### src/rtl/dpram_arb_pkg.sv
// dpram_arb_pkg
//   Shared constants for the port-B arbiter of the 16-bit dual-port block RAM:
//   default RAM geometry, requester indices and the arbiter state encoding.
//   State encoding (3 bits):
//     ST_IDLE    - no access on port B this cycle
//     ST_ISSUE0  - m0's access is on port B this cycle
//     ST_ISSUE1  - m1's access is on port B this cycle
//     ST_LOCKED0 - port B idle, m0 holds the lock (DPRAM_ARB_LOCK_EN builds only)
//     ST_LOCKED1 - port B idle, m1 holds the lock (DPRAM_ARB_LOCK_EN builds only)
package dpram_arb_pkg;

  localparam int DEF_DATA_W = 16;
  localparam int DEF_ADDR_W = 13;

  localparam logic REQ_M0 = 1'b0;
  localparam logic REQ_M1 = 1'b1;

  typedef logic [2:0] arb_state_t;

  localparam arb_state_t ST_IDLE    = 3'd0;
  localparam arb_state_t ST_ISSUE0  = 3'd1;
  localparam arb_state_t ST_ISSUE1  = 3'd2;
  localparam arb_state_t ST_LOCKED0 = 3'd3;
  localparam arb_state_t ST_LOCKED1 = 3'd4;

endpackage

### src/rtl/rr_arb2.sv
// rr_arb2
//   Combinational two-way round-robin pick. When both requesters are
//   eligible the one that did not win last time is chosen.
//   Ports:
//     eligible_i[1:0] - per-requester eligibility (bit 0 = m0, bit 1 = m1)
//     last_grant_i    - index of the previously granted requester
//     grant_valid_o   - at least one requester is eligible
//     grant_idx_o     - index of the chosen requester (valid with grant_valid_o)
module rr_arb2
  import dpram_arb_pkg::*;
(
  input  logic [1:0] eligible_i,
  input  logic       last_grant_i,
  output logic       grant_valid_o,
  output logic       grant_idx_o
);

  always_comb begin
    grant_valid_o = |eligible_i;
    grant_idx_o   = REQ_M0;
    if (eligible_i == 2'b11) begin
      grant_idx_o = ~last_grant_i;
    end else if (eligible_i[1]) begin
      grant_idx_o = REQ_M1;
    end
  end

endmodule

### src/rtl/dpram_port_arbiter.sv
// dpram_port_arbiter
//   Shares port B (read/write) of the dual-port block RAM between the CPU data
//   bus (m0) and the DMA/debug loader (m1). Port A is not handled here.
//
//   Handshake: a requester raises mX_req with mX_we/mX_addr/mX_wdata and holds
//   them stable until the cycle in which mX_ack is high. The access is on the
//   RAM port during that ack cycle. For reads, mX_rvalid pulses the following
//   cycle with mX_rdata taken straight from ram_rdata; mX_rdata holds its last
//   value otherwise. A new request may be presented the cycle after ack. A
//   requester is ignored at the edge that closes its own ack cycle, so a lone
//   requester gets one access every two cycles while two requesters alternate
//   every cycle.
//
//   Ports:
//     clk, rst_n              - clock, synchronous active-low reset
//     mX_req/we/addr/wdata    - requester X access (X = 0, 1)
//     mX_ack                  - one-cycle accept pulse, coincides with the RAM access
//     mX_rdata/mX_rvalid      - read return, one cycle after ack
//     mX_lock                 - (DPRAM_ARB_LOCK_EN only) keep the grant while high
//     ram_ce/we/addr/wdata    - port B controls
//     ram_rdata               - port B read data, one cycle after the access
//
//   Build option DPRAM_ARB_LOCK_EN: adds mX_lock. A requester granted with
//   lock=1 becomes the lock owner; while the owner keeps lock=1 only it can be
//   granted. The lock is released at the first edge that samples lock=0.
module dpram_port_arbiter
  import dpram_arb_pkg::*;
#(
  parameter int DATA_W = DEF_DATA_W,
  parameter int ADDR_W = DEF_ADDR_W
) (
  input  logic              clk,
  input  logic              rst_n,
  input  logic              m0_req,
  input  logic              m0_we,
  input  logic [ADDR_W-1:0] m0_addr,
  input  logic [DATA_W-1:0] m0_wdata,
  output logic              m0_ack,
  output logic [DATA_W-1:0] m0_rdata,
  output logic              m0_rvalid,
  input  logic              m1_req,
  input  logic              m1_we,
  input  logic [ADDR_W-1:0] m1_addr,
  input  logic [DATA_W-1:0] m1_wdata,
  output logic              m1_ack,
  output logic [DATA_W-1:0] m1_rdata,
  output logic              m1_rvalid,
`ifdef DPRAM_ARB_LOCK_EN
  input  logic              m0_lock,
  input  logic              m1_lock,
`endif
  output logic              ram_ce,
  output logic              ram_we,
  output logic [ADDR_W-1:0] ram_addr,
  output logic [DATA_W-1:0] ram_wdata,
  input  logic [DATA_W-1:0] ram_rdata
);

  arb_state_t        state_q, state_d;
  logic              last_grant_q, last_grant_d;
  logic              ram_we_q, ram_we_d;
  logic [ADDR_W-1:0] ram_addr_q, ram_addr_d;
  logic [DATA_W-1:0] ram_wdata_q, ram_wdata_d;
  logic [1:0]        rd_pend_q, rd_pend_d;   // read issued last cycle, per requester
  logic [DATA_W-1:0] m0_rdata_q, m0_rdata_d;
  logic [DATA_W-1:0] m1_rdata_q, m1_rdata_d;

  logic [1:0] ack_now;
  logic [1:0] req_vec;
  logic [1:0] eligible;
  logic       grant_valid;
  logic       grant_idx;

  assign ack_now = {state_q == ST_ISSUE1, state_q == ST_ISSUE0};
  assign req_vec = {m1_req, m0_req};

`ifdef DPRAM_ARB_LOCK_EN
  logic       lock_act_q, lock_act_d;
  logic       lock_idx_q, lock_idx_d;
  logic [1:0] lock_vec;
  logic       lock_hold;

  assign lock_vec  = {m1_lock, m0_lock};
  // Lock survives this edge only if the owner is still asserting it.
  assign lock_hold = lock_act_q & lock_vec[lock_idx_q];

  always_comb begin
    eligible = req_vec & ~ack_now;
    if (lock_hold) begin
      eligible = eligible & (lock_idx_q ? 2'b10 : 2'b01);
    end
  end
`else
  // A requester in its ack cycle is still showing the request just served.
  assign eligible = req_vec & ~ack_now;
`endif

  rr_arb2 u_rr_arb2 (
    .eligible_i    (eligible),
    .last_grant_i  (last_grant_q),
    .grant_valid_o (grant_valid),
    .grant_idx_o   (grant_idx)
  );

  always_comb begin
    state_d      = ST_IDLE;
    last_grant_d = last_grant_q;
    ram_we_d     = 1'b0;
    ram_addr_d   = ram_addr_q;
    ram_wdata_d  = ram_wdata_q;
    // ram_we_q belongs to the access currently on the port.
    rd_pend_d    = ack_now & {2{~ram_we_q}};
    m0_rdata_d   = rd_pend_q[0] ? ram_rdata : m0_rdata_q;
    m1_rdata_d   = rd_pend_q[1] ? ram_rdata : m1_rdata_q;
`ifdef DPRAM_ARB_LOCK_EN
    lock_act_d   = lock_hold;
    lock_idx_d   = lock_idx_q;
`endif

    if (grant_valid) begin
      last_grant_d = grant_idx;
      if (grant_idx == REQ_M1) begin
        state_d     = ST_ISSUE1;
        ram_we_d    = m1_we;
        ram_addr_d  = m1_addr;
        ram_wdata_d = m1_wdata;
      end else begin
        state_d     = ST_ISSUE0;
        ram_we_d    = m0_we;
        ram_addr_d  = m0_addr;
        ram_wdata_d = m0_wdata;
      end
`ifdef DPRAM_ARB_LOCK_EN
      if (lock_vec[grant_idx]) begin
        lock_act_d = 1'b1;
        lock_idx_d = grant_idx;
      end
`endif
    end

`ifdef DPRAM_ARB_LOCK_EN
    if (!grant_valid && lock_act_d) begin
      state_d = lock_idx_d ? ST_LOCKED1 : ST_LOCKED0;
    end
`endif
  end

  always_ff @(posedge clk) begin
    if (!rst_n) begin
      state_q      <= ST_IDLE;
      last_grant_q <= REQ_M1;
      ram_we_q     <= 1'b0;
      ram_addr_q   <= '0;
      ram_wdata_q  <= '0;
      rd_pend_q    <= 2'b00;
      m0_rdata_q   <= '0;
      m1_rdata_q   <= '0;
`ifdef DPRAM_ARB_LOCK_EN
      lock_act_q   <= 1'b0;
      lock_idx_q   <= REQ_M0;
`endif
    end else begin
      state_q      <= state_d;
      last_grant_q <= last_grant_d;
      ram_we_q     <= ram_we_d;
      ram_addr_q   <= ram_addr_d;
      ram_wdata_q  <= ram_wdata_d;
      rd_pend_q    <= rd_pend_d;
      m0_rdata_q   <= m0_rdata_d;
      m1_rdata_q   <= m1_rdata_d;
`ifdef DPRAM_ARB_LOCK_EN
      lock_act_q   <= lock_act_d;
      lock_idx_q   <= lock_idx_d;
`endif
    end
  end

  assign m0_ack    = ack_now[0];
  assign m1_ack    = ack_now[1];
  assign m0_rvalid = rd_pend_q[0];
  assign m1_rvalid = rd_pend_q[1];
  assign m0_rdata  = m0_rdata_d;
  assign m1_rdata  = m1_rdata_d;
  assign ram_ce    = |ack_now;
  assign ram_we    = ram_we_q;
  assign ram_addr  = ram_addr_q;
  assign ram_wdata = ram_wdata_q;

endmodule

### config.mk
export PLATFORM = sky130hd
export DESIGN_NAME = dpram_port_arbiter
export DESIGN_NICKNAME = d
export VERILOG_FILES = /design/src/rtl/dpram_arb_pkg.sv /design/src/rtl/rr_arb2.sv /design/src/rtl/dpram_port_arbiter.sv
export SDC_FILE = /design/constraint.sdc
export NUM_CORES = 1
export LEC_CHECK = 0
export BUFFER_PORTS_ARGS = -buffer_cell sky130_fd_sc_hd__buf_2
export CAP_MARGIN = 20
export CORE_ASPECT_RATIO = 0.5
export CORE_MARGIN = 2
export CORE_UTILIZATION = 38
export DETAILED_ROUTE_END_ITERATION = 8
export GPL_ROUTABILITY_DRIVEN = 0
export GPL_TIMING_DRIVEN = 0
export HOLD_SLACK_MARGIN = 0.1
export PLACE_DENSITY = 0.77
export SYNTH_ARGS = -nofsm -noshare
export SYNTH_HDL_FRONTEND = slang
export SYNTH_SLANG_ARGS = --single-unit
### constraint.sdc
create_clock -name clk -period 1.3 [get_ports clk]
set_input_delay 0.13 -clock clk [delete_from_list [all_inputs] [get_ports clk]]
set_output_delay 0.13 -clock clk [all_outputs]
set_load 0.02 [all_outputs]
After elaboration in Yosys (flattened, before gate mapping)
Cells that the tools add are included.

word-level totals
  flip-flop bits (word level) = 68
  latch bits = 0
  bits in writable memories = 0
  bits in read-only memories = 0
  input bits = 80
  output and inout port bits = 67
  logic and storage cells = 27
  memories kept = 0

cells by class
  add/subtract/negate cells = 0
  multipliers = 0
  div/mod/pow operators = 0
  magnitude comparators = 0
  eq/ne operators = 3
  shift operators = 0
  muxes and demuxes = 8
  bitwise gates (word level) = 5
  reduce and logical (&&, ||, !) cells = 3

operator list
  kind                  count
  $mux W16              3
  $mux W13              1
  $and A2 B2 Y2         2
  $reduce_or A2 Y1      2
  $eq A3 B1 Y1 const B  1
  $eq A3 B2 Y1 const B  1
  $mux W1               3
  $eq A2 B2 Y1 const B  1
  $mux W2               1
  $not A1 Y1            2
  $not A2 Y2            1
  $reduce_and A2 Y1     1

Logic depth before layout (Yosys ltp)
Gate-level depths: netlist (run 1).

  depth after elaboration = 6
  mapped depth = 8
  gate-level depth less buffers = 5

By module
From an unflattened synthesis (run 1), not the netlist that was laid out.

unflattened totals
  cell total of the unflattened synthesis = 258
  area total of the unflattened synthesis = 2830.2 sq um

by module, submodules not included
  module              instances  cells each  area an instance (sq um)  seq. area each (sq um)
  dpram_port_arbiter  1          256         2816.5                    1341.3
  rr_arb2             1          2           13.8                      0.0

Worst setup path after synthesis (run 1)
OpenSTA, ideal clock, no wires.

  kind = reg-to-reg
  start = register state_q[0]
  end = register ram_addr_q[11], in the netlist ram_addr[11]
  library setup time = 125 ps
  arrival = 1341 ps
  data required time = 1175 ps
  path slack = -166 ps
  cell stages (with the launch flop) = 9
  path buffers = 3
  period minus slack after synthesis = 1466 ps
  cell sequence = dfxtp_1 > inv_1 > ha_1 > nand2b_1 > buf_2 > buf_6 > buf_4 > nand4_1 > nand3_1

between the ends
  longest elaborated chain between the ends = 6
  elaborated cells between the ends (all ways) = 9
  classes of those cells = eq/ne: 3; mux: 3; bitwise: 2; reduce/logical: 1

ends and longest elaborated chain
  element                                         RTL line                      text
  start, declared                                 dpram_port_arbiter.sv:59      arb_state_t state_q, state_d;
  start signal, assigned                          dpram_port_arbiter.sv:163     state_q <= state_d;
  $eq A3 B2 Y1 (*)                                dpram_port_arbiter.sv:74      assign ack_now = {state_q == ST_ISSUE1, state_q == ST_ISSUE0};
  named net m1_ack                                dpram_port_arbiter.sv:45      output logic m1_ack,
  $not A2 Y2 (*)                                  dpram_port_arbiter.sv:95      assign eligible = req_vec & ~ack_now;
  $and A2 B2 Y2 (*)                               dpram_port_arbiter.sv:95
  $eq A2 B2 Y1 / $mux W1 (equally long branches)  rr_arb2.sv:21, rr_arb2.sv:23
  $mux W1                                         rr_arb2.sv:21                 if (eligible_i == 2'b11) begin
  $mux W13                                        dpram_port_arbiter.sv:122     if (grant_idx == REQ_M1) begin
  end signal, assigned                            dpram_port_arbiter.sv:166     ram_addr_q <= ram_addr_d;
  end, declared                                   dpram_port_arbiter.sv:62      logic [ADDR_W-1:0] ram_addr_q, ram_addr_d;

Mark *: on every way through the listed nets, which the timed path passes. The rest lies on a longest branch.
A chain may end at the register's enable or synchronous reset.

Worst setup path after layout (run 1)
  start = register rd_pend_q[1]
  end = output port m1_rdata[5]

between the ends
  longest elaborated chain between the ends = 1

ends and longest elaborated chain
  element                 RTL line                   text
  start, declared         dpram_port_arbiter.sv:64   logic [1:0] rd_pend_q, rd_pend_d;
  start signal, assigned  dpram_port_arbiter.sv:168  rd_pend_q <= rd_pend_d;
  $mux W16                dpram_port_arbiter.sv:114  m1_rdata_d = rd_pend_q[1] ? ram_rdata : m1_rdata_q;
  end, declared           dpram_port_arbiter.sv:46   output logic [DATA_W-1:0] m1_rdata,

Every way passes these cells.

==> results.sh, run 1 <==
export IMPL_endpoint="m1_rdata[5]"
export IMPL_grt_max_degree=13
export IMPL_fin_crit_sh_pct=119
export IMPL_dieArea_um2=9010
export IMPL_cts_sinks=67
export IMPL_numPortBuffers=145
export IMPL_cts_buffer_depth=2
export IMPL_finClkSkew_ns=0.00306
export IMPL_core_area_um2=8000
export IMPL_slowest_stage="dfxtp_2"
export IMPL_r2r_start="state_q[0]$_SDFF_PN0_"
export IMPL_synth_mux_area_share_pct=13.9
export IMPL_multiInputGateArea_um2=1910
export IMPL_syn2layout_area_growth_pct=98.8
export IMPL_setup_slack_ns=-0.248
export IMPL_worst_slew_pin_slew_ns=0.836
export IMPL_avgSynthCellArea_um2=10.1
export IMPL_ys_ff_latch=67
export IMPL_cp_startpoint="rd_pend_q[1]$_SDFF_PN0_"
export IMPL_drt_iter0_drc=468
export IMPL_synth_xor_area_share_pct=0
export IMPL_netlist_instances=309
export IMPL_min_path_type="input pin to flop"
export IMPL_worstRegToRegCells=7
export IMPL_finalHoldViolations=0
export IMPL_drc_errors=0
export IMPL_layout_drive_gt1_share_pct=56.4
export IMPL_synth_top_area_share_pct=42.9
export IMPL_io_pin_count=147
export IMPL_grt_pass1_wl_um=19800
export IMPL_dieHeight_um=68.1
export IMPL_rr_endpoint="ram_addr[3]$_SDFFE_PN0P_"
export IMPL_vias=4086
export IMPL_final_common_cell="buf_2"
export IMPL_min_period_ns=1.55
export IMPL_cp_slowest_stage_delay_ns=0.34
export IMPL_stdcell_count=676
export IMPL_place_inst=566
export IMPL_dp_hpwl_um=6570
export IMPL_viasPerCell=6.04
export IMPL_power_density_nw_per_um2=1090
export IMPL_cts_inserted_buffers=9
export IMPL_synth_nets=391
export IMPL_grt_pass1_vias=3858
export IMPL_postRouteAntennaNets=0
export IMPL_cp_arrival_ns=1.42
export IMPL_async_flop_share_pct=0
export IMPL_ys_seq_area_share_pct=42.9
export IMPL_postRouteWirelength_um=15200
export IMPL_synth_compound_area_share_pct=8.89
export IMPL_grt_ovfl_total=0
export IMPL_yosys_area_share_simple_pct=25.2
export IMPL_synthTopCellsByArea="dfxtp_1, nand4_1, mux2_4, o2111ai_1, and2_1"
export IMPL_regToRegSetupSlack_ns=-0.23
export IMPL_first_pass_iters=7
export IMPL_crit_fanout=5
export IMPL_layout_common_cells="buf_2, dfxtp_1, buf_6, nand4_1, dlygate4sd3_1"
export IMPL_critical_path_class="flop to output pin"
export IMPL_wl_per_cell_um=22.4
export IMPL_start_kind="flop"
export IMPL_crit_chain="buf_6 -> clkbuf_16 -> mux2_4 -> buf_6"
export IMPL_drv_cap=0
export IMPL_cts_tree="built"
export IMPL_syn_cell_area_um2=3130
export IMPL_synth_fa_ha_area_share_pct=0.801
export IMPL_critical_path_buf_inv_count=3
export IMPL_htree_num_levels=3
export IMPL_diodes=0
export IMPL_die_x_um=132
export IMPL_ys_types=24
export IMPL_synth_largest_area_cell="dfxtp_1"
export IMPL_fin_util_pct=77.7
export IMPL_rows=23
export IMPL_rsz0062_at_grt="yes"
export IMPL_yosysWarnings=0
export IMPL_synth_top_family_by_area="simple AND/OR/NAND/NOR gates"
export IMPL_nFillCells=462
export IMPL_max_freq_mhz=646
export IMPL_nets=641
export IMPL_setup_violations=67
export IMPL_cp_depth=4
export IMPL_grt_total_usage_pct=28.9
export IMPL_drv_slew=0
export IMPL_leakage_nw=2.78
export IMPL_cpMostUsedCell="buf_6"
export IMPL_antenna_found_initial=0
export IMPL_irDropWorstVdd_v=0.000862
export IMPL_failed_checks="setup timing"
export IMPL_start_util_pct=39.1
export IMPL_fin_tns_setup_ns=-12.35
export IMPL_clk_pin_slew_ns=0.06
export IMPL_seqCellArea_um2=1350
export IMPL_cts_root_buf="clkbuf_16"
export IMPL_status="finished, violations left"
export IMPL_clk_latency_ns=0.33
export IMPL_worst_ep_required_time_ns=1.17
export IMPL_synth_edf_count=0
export IMPL_cp_end_kind="output pin"
export IMPL_synth_flop_cell="dfxtp_1"
export IMPL_cp_top_family="buffers and inverters"
export IMPL_slew_headroom_pct=44.2
[logic make-up (layout without fill, tap and decap cells)]
logic type / after synthesis / after routing
AO/OA/AOI/OAI: 33 / 33
adder cells (fa/ha/maj): 2 / 2
buffers and inverters: 44 / 299
flip-flops: 67 / 67
multiplexers: 32 / 32
AND/OR/NAND/NOR: 131 / 131
[how the worst min path moves through the flow]
stage	startpoint	slack (ns)	cells past startpoint	end
after global routing	m0_wdata[6]	0.13	3	ram_wdata[6]$_SDFFE_PN0P_
final	m0_wdata[6]	0.14	3	ram_wdata[6]$_SDFFE_PN0P_
after detailed placement	m1_addr[7]	0.39	3	ram_addr[7]$_SDFFE_PN0P_
after CTS	m1_wdata[12]	0.10	3	ram_wdata[12]$_SDFFE_PN0P_
after floorplan	m1_we	0.27	2	ram_we$_SDFF_PN0_
after global placement	m1_addr[4]	0.38	3	ram_addr[4]$_SDFFE_PN0P_
[synthesized netlist by cell type, types with 2 or more instances]
cell type / instances
buf_12: 2
nand2b_1: 2
ha_1: 2
dfxtp_1: 67
mux2_4: 20
and2_4: 3
nor2b_1: 2
and2_1: 29
clkbuf_1: 12
nand3_1: 30
nand4_1: 58
mux2_2: 12
inv_1: 3
nand2_1: 3
buf_4: 3
buf_2: 21
and3b_1: 2
buf_6: 3
o2111ai_1: 30
[state kept, by name, summed over array words and instances, names as in the netlist]
name and cells:
last_grant_q 1, m0_rdata_q 16, m1_rdata_q 16, ram_we 1
rd_pend_q 2, ram_addr 13, state_q 2, ram_wdata 16
[power breakdown]
group / total (mW) / internal, mW / switching [mW] / leakage (nW)
Clock: 2.47 / 1.53 / 0.938 / 0.145
Sequential: 2.28 / 2.19 / 0.0859 / 0.551
Combinational: 2.00 / 0.981 / 1.02 / 2.09
Total: 6.74 / 4.70 / 2.04 / 2.78
[worst register-to-register path: stages, from the launching register on]
cell	delay [ns]
dfxtp_4	0.38
inv_4	0.04
ha_4	0.16
nand2b_4	0.24
buf_12	0.19
buf_16	0.14
o2111ai_2	0.15
nand3_1	0.11
[repair_timing]
| action | in CTS | in global routing |
|---|---|---|
| pin swaps | 45 | 49 |
| buffers inserted | 17 | 10 |
| resized for setup | 147 | 82 |
| endpoints found under the hold margin | 30 | 0 |
| endpoints found under the setup margin | 64 | 70 |
| cloned | 12 | 4 |
| hold buffers | 58 | 0 |
[metrics by stage]
stage / cell area [um^2] / total power [mW] / setup WS [ns] / hold WS [ns]
floorplan: 3170 / 3.00 / -0.00796 / 0.269
global placement: 4040 / 3.41 / -0.127 / 0.381
detailed placement: 4040 / 3.42 / -0.158 / 0.385
CTS: 5810 / 6.40 / -0.271 / 0.104
global route: 6210 / 6.92 / -0.285 / 0.135
finish: 6210 / 6.74 / -0.248 / 0.142
[cell type report]
| type | instances | share of cell area (%) |
|---|---|---|
| sequential | 67 | 21.8 |
| buffer | 37 | 5.82 |
| inverter | 3 | 0.262 |
| multi-input combinational | 198 | 30.8 |
| clock buffer | 11 | 3.91 |
| timing repair buffer | 243 | 34.4 |
| clock inverter | 5 | 0.846 |
| tap | 112 | 2.26 |
[routing by layer]
layer  vias up  GRT usage (%)  wire (um)
met4         0           16.1        918
li1       1680              -          -
met3       130           8.89       1570
met5         -              0          0
met2       378           51.3       6990
met1      1898           32.3       5680
Note: power is estimated with default switching activity, not from simulation.
==> inputs of run 2 (changes only) <==
CORE_ASPECT_RATIO = 0.9   (was 0.5)
==> run 2 against run 1 <==
  * Sequential power hardly changed
  * Critical path type unchanged
  * The flow still finishes with violations (setup timing)
  * Largest cell class unchanged
  * Sequential share of layout area rose by 2.3 points
  * Global-route usage fell by 2.5 points
==> results.sh, run 2 (same netlist as run 1, synthesis figures left out) <==
export IMPL_cts_tree="built"
export IMPL_drc_errors=0
export IMPL_cts_buffer_depth=2
export IMPL_first_pass_iters=6
export IMPL_regToRegSetupSlack_ns=-0.19
export IMPL_viasPerCell=5.73
export IMPL_final_common_cell="buf_2"
export IMPL_min_period_ns=1.55
export IMPL_antenna_found_initial=0
export IMPL_rr_endpoint="ram_wdata[13]$_SDFFE_PN0P_"
export IMPL_hp_start="ram_rdata[0]"
export IMPL_worst_ep_required_time_ns=1.17
export IMPL_wl_per_cell_um=19.7
export IMPL_finClkSkew_ns=0.00925
export IMPL_irDropWorstVdd_v=0.000616
export IMPL_grt_max_degree=13
export IMPL_htree_num_levels=3
export IMPL_r2r_start="state_q[0]$_SDFF_PN0_"
export IMPL_cts_inserted_buffers=9
export IMPL_place_inst=553
export IMPL_endpoint="m0_rdata[11]"
export IMPL_worstRegToRegCells=7
export IMPL_drt_iter0_drc=228
export IMPL_grt_total_usage_pct=26.4
export IMPL_syn2layout_area_growth_pct=79.1
export IMPL_clk_pin_slew_ns=0.08
export IMPL_io_pin_count=147
export IMPL_rsz0062_at_grt="yes"
export IMPL_dieArea_um2=8970
export IMPL_layout_common_cells="buf_2, dfxtp_1, dlygate4sd3_1, nand4_1, buf_6"
export IMPL_crit_fanout=5
export IMPL_setup_slack_ns=-0.254
export IMPL_post_place_ws_ns=-0.159
export IMPL_cp_end_kind="output pin"
export IMPL_start_util_pct=38.9
export IMPL_worst_slew_pin_slew_ns=0.706
export IMPL_rows=31
export IMPL_critical_path_class="flop to output pin"
export IMPL_clk_latency_ns=0.35
export IMPL_cts_root_buf="clkbuf_8"
export IMPL_core_area_um2=8030
export IMPL_grt_ovfl_total=0
export IMPL_layout_drive_gt1_share_pct=50.6
export IMPL_fin_crit_sh_pct=120
export IMPL_max_freq_mhz=643
export IMPL_hold_ws_ns=0.159
export IMPL_numPortBuffers=145
export IMPL_fin_tns_setup_ns=-9.81
export IMPL_vias=3710
export IMPL_nets=626
export IMPL_drv_slew=0
export IMPL_start_kind="flop"
export IMPL_cp_arrival_ns=1.42
export IMPL_slew_headroom_pct=52.9
export IMPL_drv_cap=0
export IMPL_dp_hpwl_um=6990
export IMPL_cp_startpoint="rd_pend_q[0]$_SDFF_PN0_"
export IMPL_finalHoldViolations=0
export IMPL_stdcell_count=648
export IMPL_grt_pass1_wl_um=18900
export IMPL_power_density_nw_per_um2=1050
export IMPL_min_path_type="input pin to flop"
export IMPL_status="finished, violations left"
export IMPL_failed_checks="setup timing"
export IMPL_dieHeight_um=90.0
export IMPL_postRouteAntennaNets=0
export IMPL_postRouteWirelength_um=12800
export IMPL_power_mw=5.88
export IMPL_setup_violations=64
export IMPL_cts_sinks=67
export IMPL_diodes=0
export IMPL_grt_pass1_vias=3804
export IMPL_leakage_nw=2.55
export IMPL_die_x_um=99.6
[run 2: cell types whose count changed in the layout (fill, tap and decap cells not counted), moves of 3 or more]
| cell | delta |
|---|---|
| buf_12 | -4 |
| buf_4 | +3 |
| buf_6 | -10 |
| buf_8 | -7 |
| clkbuf_16 | -11 |
| clkbuf_8 | +8 |
| nand3_1 | +4 |
| nand3_2 | -4 |
| o2111ai_1 | +16 |
| o2111ai_2 | -12 |
| o2111ai_4 | -4 |
[run 2: through the flow]
| stage | util (%) | area (um^2) |
|---|---|---|
| 5_1_grt | 69.7 | 5600 |
| 4_1_cts | 66.9 | 5370 |
| 3_5_place_dp | 50.1 | 4020 |
| 2_1_floorplan | - | 3170 |
| 6_report | 69.7 | 5600 |
| 3_3_place_gp | 50.1 | 4020 |
[run 2: routing by layer]
layer	vias to the layer above	share of wire, %	GRT usage, %	routed length, um
met5	-	0	0	0
met4	0	4.0	9.82	514
met3	57	9.2	7.54	1170
met2	266	50	47.8	6380
met1	1732	37	29.0	4720
li1	1655	-	-	-
[run 2: how the worst min path moves through the flow]
stage	endpoint	slack [ns]	cells past startpoint
3_3_place_gp	ram_addr[4]$_SDFFE_PN0P_	0.38	3
4_1_cts	m1_rdata_q[10]$_SDFF_PN0_	0.13	3
3_5_place_dp	ram_addr[2]$_SDFFE_PN0P_	0.39	3
5_1_grt	m0_rdata_q[0]$_SDFF_PN0_	0.15	3
6_report	m1_rdata_q[0]$_SDFF_PN0_	0.16	3
2_1_floorplan	ram_we$_SDFF_PN0_	0.27	2
[run 2: worst max-delay path, cell delays in order (launching register included)]
cell	delay, ns
dfxtp_2	0.34
buf_8	0.13
clkbuf_16	0.15
mux2_4	0.32
buf_6	0.14
[run 2: power breakdown]
group	total (mW)	internal (mW)	switching (mW)	leakage, nW
logic	1.68	0.821	0.854	1.88
clock network	1.94	1.08	0.863	0.113
registers	2.26	2.19	0.0757	0.550
total	5.88	4.08	1.79	2.55
[run 2: timing repair]
action,in CTS,in global routing
pin swaps,51,12
endpoints found under the setup margin,65,68
hold buffers,60,0
resized for setup,97,55
cloned,5,2
setup buffers,10,6
endpoints found under the hold margin,30,0
[run 2: final cells by class]
cell class                      count  area (um^2)
Buffer                             39          327
Clock buffer                        9          124
Clock inverter                      7         92.6
Fill cell                         557         2430
Inverter                            3         11.3
Multi-Input combinational cell    198         1730
Sequential cell                    67         1350
Tap cell                           99          124
Timing Repair Buffer              226         1840
